--- src/rtl/mem_arb16_if.sv ---
// Requester/RAM bundle for the two-port cpu16 memory arbiter.
// slave is the arbiter side, master is the requesters plus RAM.
interface mem_arb16_if #(
    parameter int ADDR_W = 16
);
    logic              ins_rd_req;
    logic [ADDR_W-1:0] ins_rd_addr;
    logic              ins_rd_gnt;
    logic [15:0]       ins_rd_data;
    logic              ins_rd_rdy;

    logic              dat_rd_req;
    logic              dat_wr_req;
    logic [ADDR_W-1:0] dat_rw_addr;
    logic [15:0]       dat_wr_data;
    logic              dat_gnt;
    logic [15:0]       dat_rd_data;
    logic              dat_rd_rdy;
    logic              dat_wr_rdy;
    logic              proto_err;

    logic [ADDR_W-1:0] mem_addr;
    logic [15:0]       mem_wdata;
    logic              mem_we;
    logic              mem_re;
    logic [15:0]       mem_rdata;

    modport slave (
        input  ins_rd_req,
        input  ins_rd_addr,
        output ins_rd_gnt,
        output ins_rd_data,
        output ins_rd_rdy,
        input  dat_rd_req,
        input  dat_wr_req,
        input  dat_rw_addr,
        input  dat_wr_data,
        output dat_gnt,
        output dat_rd_data,
        output dat_rd_rdy,
        output dat_wr_rdy,
        output proto_err,
        output mem_addr,
        output mem_wdata,
        output mem_we,
        output mem_re,
        input  mem_rdata
    );

    modport master (
        output ins_rd_req,
        output ins_rd_addr,
        input  ins_rd_gnt,
        input  ins_rd_data,
        input  ins_rd_rdy,
        output dat_rd_req,
        output dat_wr_req,
        output dat_rw_addr,
        output dat_wr_data,
        input  dat_gnt,
        input  dat_rd_data,
        input  dat_rd_rdy,
        input  dat_wr_rdy,
        input  proto_err,
        input  mem_addr,
        input  mem_wdata,
        input  mem_we,
        input  mem_re,
        output mem_rdata
    );
endinterface

--- src/rtl/mem_arb16.sv ---
// Fetch/data arbiter onto one 16-bit single-port synchronous RAM.
// Data wins by default; a starvation counter forces pending fetches through.
module mem_arb16 #(
    parameter int INS_STARVE_MAX = 4,
    parameter int ADDR_W         = 16
) (
    input  logic      clk,
    input  logic      reset,
    mem_arb16_if.slave bus
);
    typedef enum logic [1:0] {
        TAG_NONE = 2'd0,
        TAG_INS  = 2'd1,
        TAG_RD   = 2'd2,
        TAG_WR   = 2'd3
    } tag_t;

    localparam logic [3:0] LP_STARVE_MAX = 4'(INS_STARVE_MAX);

    tag_t        r_tag;
    logic [3:0]  r_starve_cnt;
    logic        r_proto_err;
    logic [15:0] r_ins_hold;
    logic [15:0] r_dat_hold;

    logic              w_dat_req;
    logic              w_force_ins;
    logic              w_ins_gnt;
    logic              w_dat_gnt;
    logic              w_dat_wr;
    logic              w_ins_rdy;
    logic              w_dat_rd_rdy;
    logic              w_dat_wr_rdy;
    tag_t              w_tag_nxt;
    logic [ADDR_W-1:0] w_mem_addr;
    logic [15:0]       w_mem_wdata;

    assign w_dat_req   = bus.dat_rd_req | bus.dat_wr_req;
    assign w_force_ins = bus.ins_rd_req && (r_starve_cnt == LP_STARVE_MAX);

    // Grants are suppressed during reset so nothing reaches the RAM.
    assign w_ins_gnt = !reset && bus.ins_rd_req && (w_force_ins || !w_dat_req);
    assign w_dat_gnt = !reset && w_dat_req && !w_force_ins;

    // A simultaneous read+write request is executed as a write only.
    assign w_dat_wr = bus.dat_wr_req;

    always_comb begin
        w_mem_addr  = '0;
        w_mem_wdata = '0;
        w_tag_nxt   = TAG_NONE;
        unique case (1'b1)
            w_ins_gnt: begin
                w_mem_addr = bus.ins_rd_addr;
                w_tag_nxt  = TAG_INS;
            end
            w_dat_gnt: begin
                w_mem_addr = bus.dat_rw_addr;
                if (w_dat_wr) begin
                    w_mem_wdata = bus.dat_wr_data;
                    w_tag_nxt   = TAG_WR;
                end else begin
                    w_tag_nxt   = TAG_RD;
                end
            end
            default: ;
        endcase
    end

    always_ff @(posedge clk) begin
        if (reset) begin
            r_tag        <= TAG_NONE;
            r_starve_cnt <= '0;
            r_proto_err  <= 1'b0;
            r_ins_hold   <= '0;
            r_dat_hold   <= '0;
        end else begin
            r_tag <= w_tag_nxt;
            if (w_ins_gnt || !bus.ins_rd_req) begin
                r_starve_cnt <= '0;
            end else if (r_starve_cnt != LP_STARVE_MAX) begin
                r_starve_cnt <= r_starve_cnt + 4'd1;
            end
            if (bus.dat_rd_req && bus.dat_wr_req) begin
                r_proto_err <= 1'b1;
            end
            if (r_tag == TAG_INS) begin
                r_ins_hold <= bus.mem_rdata;
            end
            if (r_tag == TAG_RD) begin
                r_dat_hold <= bus.mem_rdata;
            end
        end
    end

    // An in-flight return is squashed by reset before its edge lands.
    assign w_ins_rdy    = !reset && (r_tag == TAG_INS);
    assign w_dat_rd_rdy = !reset && (r_tag == TAG_RD);
    assign w_dat_wr_rdy = !reset && (r_tag == TAG_WR);

    assign bus.ins_rd_gnt  = w_ins_gnt;
    assign bus.dat_gnt     = w_dat_gnt;
    assign bus.ins_rd_rdy  = w_ins_rdy;
    assign bus.dat_rd_rdy  = w_dat_rd_rdy;
    assign bus.dat_wr_rdy  = w_dat_wr_rdy;
    assign bus.ins_rd_data = w_ins_rdy ? bus.mem_rdata : r_ins_hold;
    assign bus.dat_rd_data = w_dat_rd_rdy ? bus.mem_rdata : r_dat_hold;
    assign bus.proto_err   = r_proto_err;

    assign bus.mem_addr  = w_mem_addr;
    assign bus.mem_wdata = w_mem_wdata;
    assign bus.mem_re    = w_ins_gnt | (w_dat_gnt & !w_dat_wr);
    assign bus.mem_we    = w_dat_gnt & w_dat_wr;

    a_gnt_excl: assert property (@(posedge clk) !(w_ins_gnt && w_dat_gnt));
endmodule

--- src/flat_wrapper.sv ---
// flat-port wrapper written by rule: the top's interface ports become plain ports
module mem_arb16_flat 
#(
    parameter int INS_STARVE_MAX = 4,
    parameter int ADDR_W         = 16
)
  (clk, reset, bus_ins_rd_req, bus_ins_rd_addr, bus_ins_rd_gnt, bus_ins_rd_data, bus_ins_rd_rdy, bus_dat_rd_req, bus_dat_wr_req, bus_dat_rw_addr, bus_dat_wr_data, bus_dat_gnt, bus_dat_rd_data, bus_dat_rd_rdy, bus_dat_wr_rdy, bus_proto_err, bus_mem_addr, bus_mem_wdata, bus_mem_we, bus_mem_re, bus_mem_rdata);
  mem_arb16_if #(.ADDR_W(ADDR_W)) bus_i ();
  input  logic clk;
  input  logic reset;
  input wire logic [$bits(bus_i.ins_rd_req)-1:0] bus_ins_rd_req;
  input wire logic [$bits(bus_i.ins_rd_addr)-1:0] bus_ins_rd_addr;
  output wire logic [$bits(bus_i.ins_rd_gnt)-1:0] bus_ins_rd_gnt;
  output wire logic [$bits(bus_i.ins_rd_data)-1:0] bus_ins_rd_data;
  output wire logic [$bits(bus_i.ins_rd_rdy)-1:0] bus_ins_rd_rdy;
  input wire logic [$bits(bus_i.dat_rd_req)-1:0] bus_dat_rd_req;
  input wire logic [$bits(bus_i.dat_wr_req)-1:0] bus_dat_wr_req;
  input wire logic [$bits(bus_i.dat_rw_addr)-1:0] bus_dat_rw_addr;
  input wire logic [$bits(bus_i.dat_wr_data)-1:0] bus_dat_wr_data;
  output wire logic [$bits(bus_i.dat_gnt)-1:0] bus_dat_gnt;
  output wire logic [$bits(bus_i.dat_rd_data)-1:0] bus_dat_rd_data;
  output wire logic [$bits(bus_i.dat_rd_rdy)-1:0] bus_dat_rd_rdy;
  output wire logic [$bits(bus_i.dat_wr_rdy)-1:0] bus_dat_wr_rdy;
  output wire logic [$bits(bus_i.proto_err)-1:0] bus_proto_err;
  output wire logic [$bits(bus_i.mem_addr)-1:0] bus_mem_addr;
  output wire logic [$bits(bus_i.mem_wdata)-1:0] bus_mem_wdata;
  output wire logic [$bits(bus_i.mem_we)-1:0] bus_mem_we;
  output wire logic [$bits(bus_i.mem_re)-1:0] bus_mem_re;
  input wire logic [$bits(bus_i.mem_rdata)-1:0] bus_mem_rdata;
  assign bus_i.ins_rd_req = bus_ins_rd_req;
  assign bus_i.ins_rd_addr = bus_ins_rd_addr;
  assign bus_ins_rd_gnt = bus_i.ins_rd_gnt;
  assign bus_ins_rd_data = bus_i.ins_rd_data;
  assign bus_ins_rd_rdy = bus_i.ins_rd_rdy;
  assign bus_i.dat_rd_req = bus_dat_rd_req;
  assign bus_i.dat_wr_req = bus_dat_wr_req;
  assign bus_i.dat_rw_addr = bus_dat_rw_addr;
  assign bus_i.dat_wr_data = bus_dat_wr_data;
  assign bus_dat_gnt = bus_i.dat_gnt;
  assign bus_dat_rd_data = bus_i.dat_rd_data;
  assign bus_dat_rd_rdy = bus_i.dat_rd_rdy;
  assign bus_dat_wr_rdy = bus_i.dat_wr_rdy;
  assign bus_proto_err = bus_i.proto_err;
  assign bus_mem_addr = bus_i.mem_addr;
  assign bus_mem_wdata = bus_i.mem_wdata;
  assign bus_mem_we = bus_i.mem_we;
  assign bus_mem_re = bus_i.mem_re;
  assign bus_i.mem_rdata = bus_mem_rdata;
  mem_arb16 #(.INS_STARVE_MAX(INS_STARVE_MAX), .ADDR_W(ADDR_W)) u_core (.clk(clk), .reset(reset), .bus(bus_i));
endmodule
--- config.mk ---
export PLATFORM = sky130hd
export DESIGN_NAME = mem_arb16_flat
export DESIGN_NICKNAME = d
export VERILOG_FILES = /design/src/rtl/mem_arb16_if.sv /design/src/rtl/mem_arb16.sv /design/src/flat_wrapper.sv
export SDC_FILE = /design/constraint.sdc
export NUM_CORES = 1
export LEC_CHECK = 0
export CAP_MARGIN = 30
export CORE_MARGIN = 4
export CORE_UTILIZATION = 39
export DETAILED_ROUTE_END_ITERATION = 6
export PLACE_DENSITY_LB_ADDON = 0.2
export SLEW_MARGIN = 20
export SYNTH_ARGS = -nofsm -noshare
export SYNTH_HDL_FRONTEND = slang
export SYNTH_SLANG_ARGS = --single-unit
--- constraint.sdc ---
create_clock -name clk -period 4.8 [get_ports clk]
set_input_delay 1.44 -clock clk [delete_from_list [all_inputs] [get_ports clk]]
set_output_delay 1.44 -clock clk [all_outputs]
set_load 0.005 [all_outputs]
==> results of run 1 <==
[routing by layer]
| metal | vias up | share of wire, % |
|---|---|---|
| met5 | - | 0 |
| met4 | 0 | 1.1 |
| met3 | 8 | 9.4 |
| met2 | 88 | 49 |
| met1 | 981 | 41 |
| li1 | 1082 | - |
[sequential cells by signal, indices dropped and copies added, names as in the netlist]
name and flops:
u_core.r_tag 2, u_core.r_starve_cnt 4, u_core.r_ins_hold 16, u_core.r_dat_hold 16, u_core.bus.proto_err 1
[through the flow]
stage	std cells	hold slack [ns]	power, mW	utilization [%]
global route	433	0.494	0.907	72.3
CTS	433	0.472	0.875	72.0
floorplan	221	0.430	0.442	-
global placement	425	0.447	0.592	69.8
finish	433	0.468	0.864	72.3
detailed placement	425	0.451	0.595	69.8
[worst register-to-register path: cells and delay by family, from the launching register on]
kind | cells | cell delay (ns)
flops | 1 | 0.45
compound gates | 2 | 0.86
buf+inv | 1 | 0.10
[cells in the final DEF (no fill, tap or decap), types with 2 or more instances in the layout]
cell type / n
nor3_4: 2
nand2b_1: 16
mux2_1: 32
nor2_1: 9
buf_12: 2
nor3_1: 3
a211oi_1: 2
ha_1: 2
inv_2: 2
clkbuf_8: 5
buf_4: 9
a21oi_2: 2
dfxtp_1: 39
o32ai_1: 15
a22o_1: 32
and2_1: 16
inv_1: 19
clkdlybuf4s50_1: 139
[power by group]
group          internal [mW]  switching [mW]
clock                  0.156           0.120
sequential             0.341          0.0101
combinational          0.156          0.0814
total                  0.653           0.212
[layout make-up]
class	count	share of cell area [%]
multi-input combinational	144	32.5
clock inverter	3	1.21
timing repair buffer	151	39.6
sequential	39	20.5
inverter	21	2.07
clock buffer	5	1.81
tap	70	2.30
[cells by family after synthesis]
group	share of synthesized area [%]
flops	35.7
xor+xnor	0.401
buf+inv	8.30
compound gates	21.4
simple gates	16.1
fa+ha+maj	1.14
mux	16.9
[worst paths after layout]
| kind | end | slack (ns) |
|---|---|---|
| max | bus_mem_addr[9] | 0.11 |
| min | u_core.r_ins_hold[1]$_SDFFE_PP0N_ | 0.47 |
| max reg2reg | u_core.r_ins_hold[10]$_SDFFE_PP0N_ | 3.35 |
| min reg2reg | u_core.r_ins_hold[1]$_SDFFE_PP0N_ | 0.47 |
==> run summary, run 1 <==
Status = completed
RePlAce Congestion = 0.737
Most used DFF post-synth = dfxtp_1
Period utilisation layout = 97.7%
Ports = 141
Final Critical Period = 4.69 ns
Lkg Pwr = 1.55 nW
Clk_skew = 0.00846 ns
Via count = 2,159
Clk sinks = 39
Clock-pin transition on the worst setup and hold timing paths = 0.07 ns
Setup crit end kind = output pin
Worst slew pin tran = 0.782 ns
Port-buffer cells = 140
Drt pass-1 iters = 4
EDFF count, synth = 0
CTS root buf = clkbuf_8
Synthesis warning total = 0
CTS hold repair buffers = 0
GRT Residual Overflow = 0
M3 GR Usage = 7.72%
Maximum vdd ir drop = 0.128 mV
Met1 Use GR = 20.1%
HP Class = flip-flop to flip-flop
Vias per Instance = 4.99
CP max FO = 16
Dpl cell area = 3680 sq um
#FFs+latches synth = 39
Crit Path Class = input pin to output pin
Hold Path Depth = 1
Area share of the largest cell type after synthesis = 35.7%
Gate Count Post-Synth = 221
Initial Util = 41.5%
Mean post-synth cell area = 9.89 sq um
Initial antenna violation count = 0
Total power per unit cell area = 227 nW/um^2
CTS Buffer Depth = 2
Most Used Layer, Global Route = met2
Crit path launch = bus_ins_rd_req
Max Clk Rate = 213 MHz
DR WL/cell = 14.7 um
CP required = 3.36 ns
Fraction of registers with async set/reset = 0%
# nets final = 433
First-pass GRT wire length = 10,200 um
DRC viols = 0
Worst hold start = u_core.r_ins_hold[1]$_SDFFE_PP0N_
Die Ht = 82.9 um
RSZ-0062 raised after global routing = no
Reg2Reg Launch Point = u_core.r_tag[1]$_SDFF_PP0_
Core Region = 5270 sq um
H-tree Lvls = 2
Antenna Cells = 0
Top cells by area, synth = dfxtp_1 36%, mux2_1 16%, a22o_1 13%
WP data arrival = 3.25 ns
Slew headroom = 47.9%
FP Rows = 26
TritonCTS Buffers = 5
Final Max Tran Viols = 0
Die area = 6870 sq um
Share of layout cells above drive strength 1 = 8.26%
Setup WS post-layout = 0.112 ns
Met2 usage = 30.1%
Hold Vio Cnt, Final = 0
Routed Antenna Nets = 0
Seq. cell area = 781 sq um
Setup crit start kind = input pin
Post-Syn Area = 2190 sq um
CP Buf/Inv Count = 2
Slowest stage cell, crit path = clkdlybuf4s50_1
Worst skew pair latency = 0.29 ns
Hpwl dp = 4980 um
Reg2reg path depth = 3
Syn_nets = 292
GR Util All Layers = 17.7%
DRT iter0 DRCs = 58
Synth unique cells = 29
Final design area excluding fillers = 3810 sq um
Overall routed net length = 6380 um
Setup Buffers After CTS = 0
Chip Width = 82.9 um
Largest net degree at the start of global routing = 30
Instance count on the critical path = 5
Top cells by count, synth = 39 x dfxtp_1, 32 x a22o_1, 32 x mux2_1
CP delay by family, top = buffers and inverters
FILL cells = 445
Most frequent CP cell = clkdlybuf4s50_1
DP Worst Slack = 0.0232 ns
TritonCTS clock tree = done
Crit path largest cell delay = 0.56 ns
Maxcap violations = 0
Setup TNS = 0 ns
Final setup fails = 0
Post_cts resized = 0
Synthesis-to-layout area growth = 74.4%
Vias in the first global route = 2,137
Register area share after synthesis = 35.7%
CP cell instances = clkdlybuf4s50_1 > and4b_4 > or2_2 > o32ai_1 > clkdlybuf4s50_1
Footprint of the multi-input gates = 1240 sq um
Yosys top cell by area = dfxtp_1
Count leader, synth = dfxtp_1
No activity file was read; power rests on OpenSTA's default activity.
==> run 2, diff against run 1 <==
--- a/config.mk
+++ b/config.mk
@@ -9,6 +9,7 @@
 export CORE_MARGIN = 4
 export CORE_UTILIZATION = 39
 export DETAILED_ROUTE_END_ITERATION = 6
+export GPL_TIMING_DRIVEN = 0
 export PLACE_DENSITY_LB_ADDON = 0.2
 export SLEW_MARGIN = 20
 export SYNTH_ARGS = -nofsm -noshare
==> run 2 against run 1 <==
Compared with the run above: sequential power hardly changed; critical path depth is 2 higher; hold slack better by 0.0039 ns; combinational power hardly changed; sequential share of layout area stayed put; die area stayed put; worst setup slack better by 0.024 ns; cell count is 1.2% higher; sequential cell count stayed put; maximum frequency is 0.51% higher; critical path type unchanged.
==> run summary, run 2 (synthesized netlist as in run 1, its figures left out) <==
GRT Residual Overflow = 0
FILL cells = 409
Hold Path Depth = 1
Max Clk Rate = 214 MHz
R2r endpoint = u_core.r_ins_hold[13]$_SDFFE_PP0N_
Worst slew pin tran = 0.503 ns
Vias per Instance = 5.06
Chip Width = 82.9 um
Final design area excluding fillers = 3810 sq um
Worst hold start = u_core.r_starve_cnt[0]$_SDFFE_PP0P_
Setup crit start kind = input pin
CP required = 3.36 ns
CTS root buf = clkbuf_8
Vias in the first global route = 2,204
Reg2Reg Launch Point = u_core.r_tag[1]$_SDFF_PP0_
Initial Util = 41.5%
FF-to-FF setup slack = 3.41 ns
DRC viols = 0
Status = completed
Top Registers = u_core.r_dat_hold: 16 flops, u_core.r_ins_hold: 16 flops, u_core.r_starve_cnt: 4 flops
Most Used Layer, Global Route = met2
Synthesis-to-layout area growth = 74.4%
M3 GR Usage = 8.12%
Clk sinks = 39
# nets final = 438
Port-buffer cells = 139
Setup Buffers After CTS = 0
Hpwl dp = 5290 um
GR Util All Layers = 18.9%
Most frequent cells in the layout = 128 x clkdlybuf4s50_1, 39 x dfxtp_1, 32 x mux2_1, 32 x a22o_1, 19 x inv_1
FP Rows = 26
TritonCTS clock tree = done
Clock-pin transition on the worst setup and hold timing paths = 0.07 ns
RSZ-0062 raised after global routing = no
Drt pass-1 iters = 4
Dpl cell area = 3660 sq um
Hold endpoint = u_core.r_starve_cnt[0]$_SDFFE_PP0P_
Core Region = 5270 sq um
Maxcap violations = 0
Hold Vio Cnt, Final = 0
Period utilisation layout = 97.2%
Clk_skew = 0.00454 ns
Hold_ws = 0.472 ns
CTS Buffer Depth = 2
Maximum vdd ir drop = 0.134 mV
Share of layout cells above drive strength 1 = 8.42%
HP Class = flip-flop to flip-flop
TritonCTS Buffers = 5
Final Max Tran Viols = 0
Fin util = 72.3%
RePlAce Congestion = 0.747
Die Ht = 82.9 um
Final setup fails = 0
Via count = 2,216
Routed Antenna Nets = 0
CP max FO = 10
WP data arrival = 3.22 ns
Reg2reg path depth = 4
Die area = 6870 sq um
Largest net degree at the start of global routing = 13
Worst skew pair latency = 0.29 ns
Met1 Use GR = 22.1%
Total power per unit cell area = 227 nW/um^2
First-pass GRT wire length = 10,900 um
Final Critical Period = 4.66 ns
Seq. cell area = 781 sq um
Ports = 141
Most common cell after layout, fill and taps aside = clkdlybuf4s50_1
H-tree Lvls = 2
DRT iter0 DRCs = 88
Setup crit end kind = output pin
DR WL/cell = 15.5 um
Slew headroom = 66.5%
Crit Path Class = input pin to output pin
Lkg Pwr = 1.66 nW
Met2 usage = 32.9%
Antenna Cells = 0
CTS hold repair buffers = 0
Initial antenna violation count = 0
Overall routed net length = 6770 um
Footprint of the multi-input gates = 1240 sq um
==> run 2: cell types whose count changed in the layout (fill, tap and decap cells not counted), sizes merged <==
cell	change
clkinvlp	-1
dlygate4sd2	+3
clkdlybuf4s50	-11
inv	-1
buf	+2
dlymetal6s2s	+7
clkinv	+1
clkbuf	+5
==> run 2: through the flow <==
| stage | TNS, ns | worst slack, ns | cells | power [mW] |
|---|---|---|---|---|
| after floorplan | 0 | 0.911 | 221 | 0.442 |
| after global placement | -1.59 | -0.104 | 430 | 0.591 |
| after detailed placement | -2.10 | -0.150 | 430 | 0.596 |
| after CTS | 0 | 0.0259 | 438 | 0.873 |
| after global routing | 0 | 0.0349 | 438 | 0.908 |
| final | 0 | 0.135 | 438 | 0.866 |
==> run 2: how the worst max path moves through the flow <==
stage,startpoint,end,cells past startpoint
floorplan,reset,bus_ins_rd_data[10],4
finish,bus_ins_rd_req,bus_mem_addr[6],7
global route,bus_ins_rd_req,bus_mem_addr[6],7
CTS,bus_dat_rd_req,bus_mem_addr[9],6
detailed placement,bus_dat_wr_req,bus_mem_addr[5],6
global placement,bus_dat_wr_req,bus_mem_addr[11],6
==> run 2: layout make-up <==
cell class,instances,area share (%)
Clock buffer,6,2.17
Sequential cell,39,20.5
Timing Repair Buffer,139,36.9
Clock inverter,2,0.919
Tap cell,70,2.30
Inverter,21,2.07
Buffer,17,2.69
Multi-Input combinational cell,144,32.5
==> run 2: timing repair <==
action | CTS | global route
hold endpoints to repair | 0 | 0
endpoints found under the setup margin | 19 | 11
gates resized for setup | 4 | 10
cloned | 0 | 0
==> run 2: where the power goes <==
part           total [mW]  leakage, nW  internal, mW  switching, mW
registers           0.351        0.319         0.341        0.00994
clock network       0.279       0.0612         0.168          0.111
logic               0.236         1.28         0.152         0.0842
==> run 2: worst max-delay path: stages <==
cell and delay [ns]:
dlygate4sd2_1 0.30, and4b_4 0.24, or2_1 0.21, buf_2 0.16, buf_4 0.18, o32ai_1 0.13, clkdlybuf4s50_1 0.56
==> run 2: routing by layer <==
metal	wire, um	vias to the layer above
met5	0	-
met4	14	0
met3	574	2
met2	3310	81
met1	2870	1036
li1	-	1097
==> variant, RTL diff (settings of run 2) <==
Re-encode `tag_t` (4 values) as one-hot, 4 bits wide.
--- a/src/rtl/mem_arb16.sv
+++ b/src/rtl/mem_arb16.sv
@@ -8,11 +8,11 @@
     input  logic      reset,
     mem_arb16_if.slave bus
 );
-    typedef enum logic [1:0] {
-        TAG_NONE = 2'd0,
-        TAG_INS  = 2'd1,
-        TAG_RD   = 2'd2,
-        TAG_WR   = 2'd3
+    typedef enum logic [3:0] {
+        TAG_NONE = 4'b0001,
+        TAG_INS  = 4'b0010,
+        TAG_RD   = 4'b0100,
+        TAG_WR   = 4'b1000
     } tag_t;
 
     localparam logic [3:0] LP_STARVE_MAX = 4'(INS_STARVE_MAX);
Check against the original RTL: no difference found for any inputs over 10 cycles, from zero or initial values and one cycle with reset high; not proved beyond that.
==> variant against run 2 <==
- combinational power fell by 21%
- clock power fell by 5%
- core utilization fell by 4.6 points
- worst setup slack got worse by 0.0019 ns
- synthesized cell count fell by 3.2%
- wire length fell by 0.41%
- sequential cell count rose by 2
- synthesized area rose by 9.8%
- total power fell by 7.2%
- cell area rose by 5.8%
- critical path type unchanged
- largest power group unchanged
==> variant: results <==
set metrics [dict create \
    status "finished clean" \
    min_from "u_core.r_ins_hold[3]" \
    synthTopCellsByArea "dfxtp_1 (34%), mux2_4 (13%), a22o_1 (12%), nor4b_1 (5.8%), mux2_2 (5.6%)" \
    worstPathArrival_ns 3.23 \
    p_leak_nw 1.61 \
    synthAdderAreaFrac_pct 1.04 \
    grt_use_met3_pct 5.89 \
    ys_seq_area_share_pct 34.2 \
    grt_pass1_wl_mm 10.9 \
    place.gp.congestion 0.743 \
    track_usage_pct 17.6 \
    drt-met1-wl_mm 2.88 \
    top_regs "u_core.r_dat_hold x16, u_core.r_ins_hold x16" \
    drtIter0Drc 61 \
    yosys.cell_types.count 37 \
    ff2ff_path_depth 7 \
    clock-root-buffer "clkbuf_8" \
    nFillCells 480 \
    met2_usage_pct 30.7 \
    antenna_found_initial 0 \
    place_inst 428 \
    vias_per_cell 5.13 \
    dpl_cell_area_um2 3880 \
    internal-power_mw 0.621 \
    dr_wl_met2_mm 3.26 \
    avgSynthCellArea_um2 11.2 \
    drive_above_1_share_pct 21.6 \
    reg2reg_to "u_core.r_starve_cnt[0]" \
    synth_fp_nets 285 \
    hpwl_mm 5.27 \
    fin_skew_ns 0.0103 \
    hold_slack_ns 0.475 \
    setup_ws_ns 0.133 \
    grt_pass1_vias 2311 \
    synth_xor_area_share_pct 0.730 \
    use_met1_pct 21.5 \
    dr_wl_met3_um 581 \
    synth_common_cells "dfxtp_1 (41), a22o_1 (32), mux2_4 (20), and2_1 (16), nor4b_1 (16)" \
    crit_path_end "bus_mem_addr[10]" \
    slew_headroom_pct 67.4 \
    regToRegStartpoint "u_core.r_starve_cnt[0]" \
    grt_max_degree 13 \
    startpoint "bus_dat_rd_req" \
    synth.mux.area_fraction_pct 19.0 \
    synth_compound_area_share_pct 20.2 \
    place_ws_ns -0.0797 \
    hold_end "u_core.r_ins_hold[3]" \
    instances_no_fill 436 \
    ir_drop_mv 0.128 \
    routed_wl_mm 6.74 \
    reg2reg_slack_ns 3.12 \
]
==> variant: power groups by stage <==
stage | sequential, mW | combinational [mW] | clock, mW
after global placement | 0.360 | 0.184 | 0
after global routing | 0.354 | 0.202 | 0.284
after floorplan | 0.360 | 0.0694 | 0
after detailed placement | 0.361 | 0.185 | 0
after CTS | 0.353 | 0.188 | 0.267
final | 0.353 | 0.187 | 0.264
==> variant: area by class of cell <==
class                      count  area, um^2  area share, %
multi-input combinational    151        1460           36.3
timing repair buffer         140        1400           34.7
sequential                    41         821           20.3
buffer                        17         134           3.32
tap                           75        93.8           2.33
clock buffer                   5        68.8           1.71
clock inverter                 2        35.0          0.868
inverter                       5        18.8          0.465
==> variant: timing repair <==
item | in CTS | in global routing
setup endpoints to repair | 25 | 16
endpoints found under the hold margin | 0 | 0
pin swaps | 0 | 1
hold buffers | 0 | 0
resized for setup | 4 | 7
setup buffers | 1 | 0
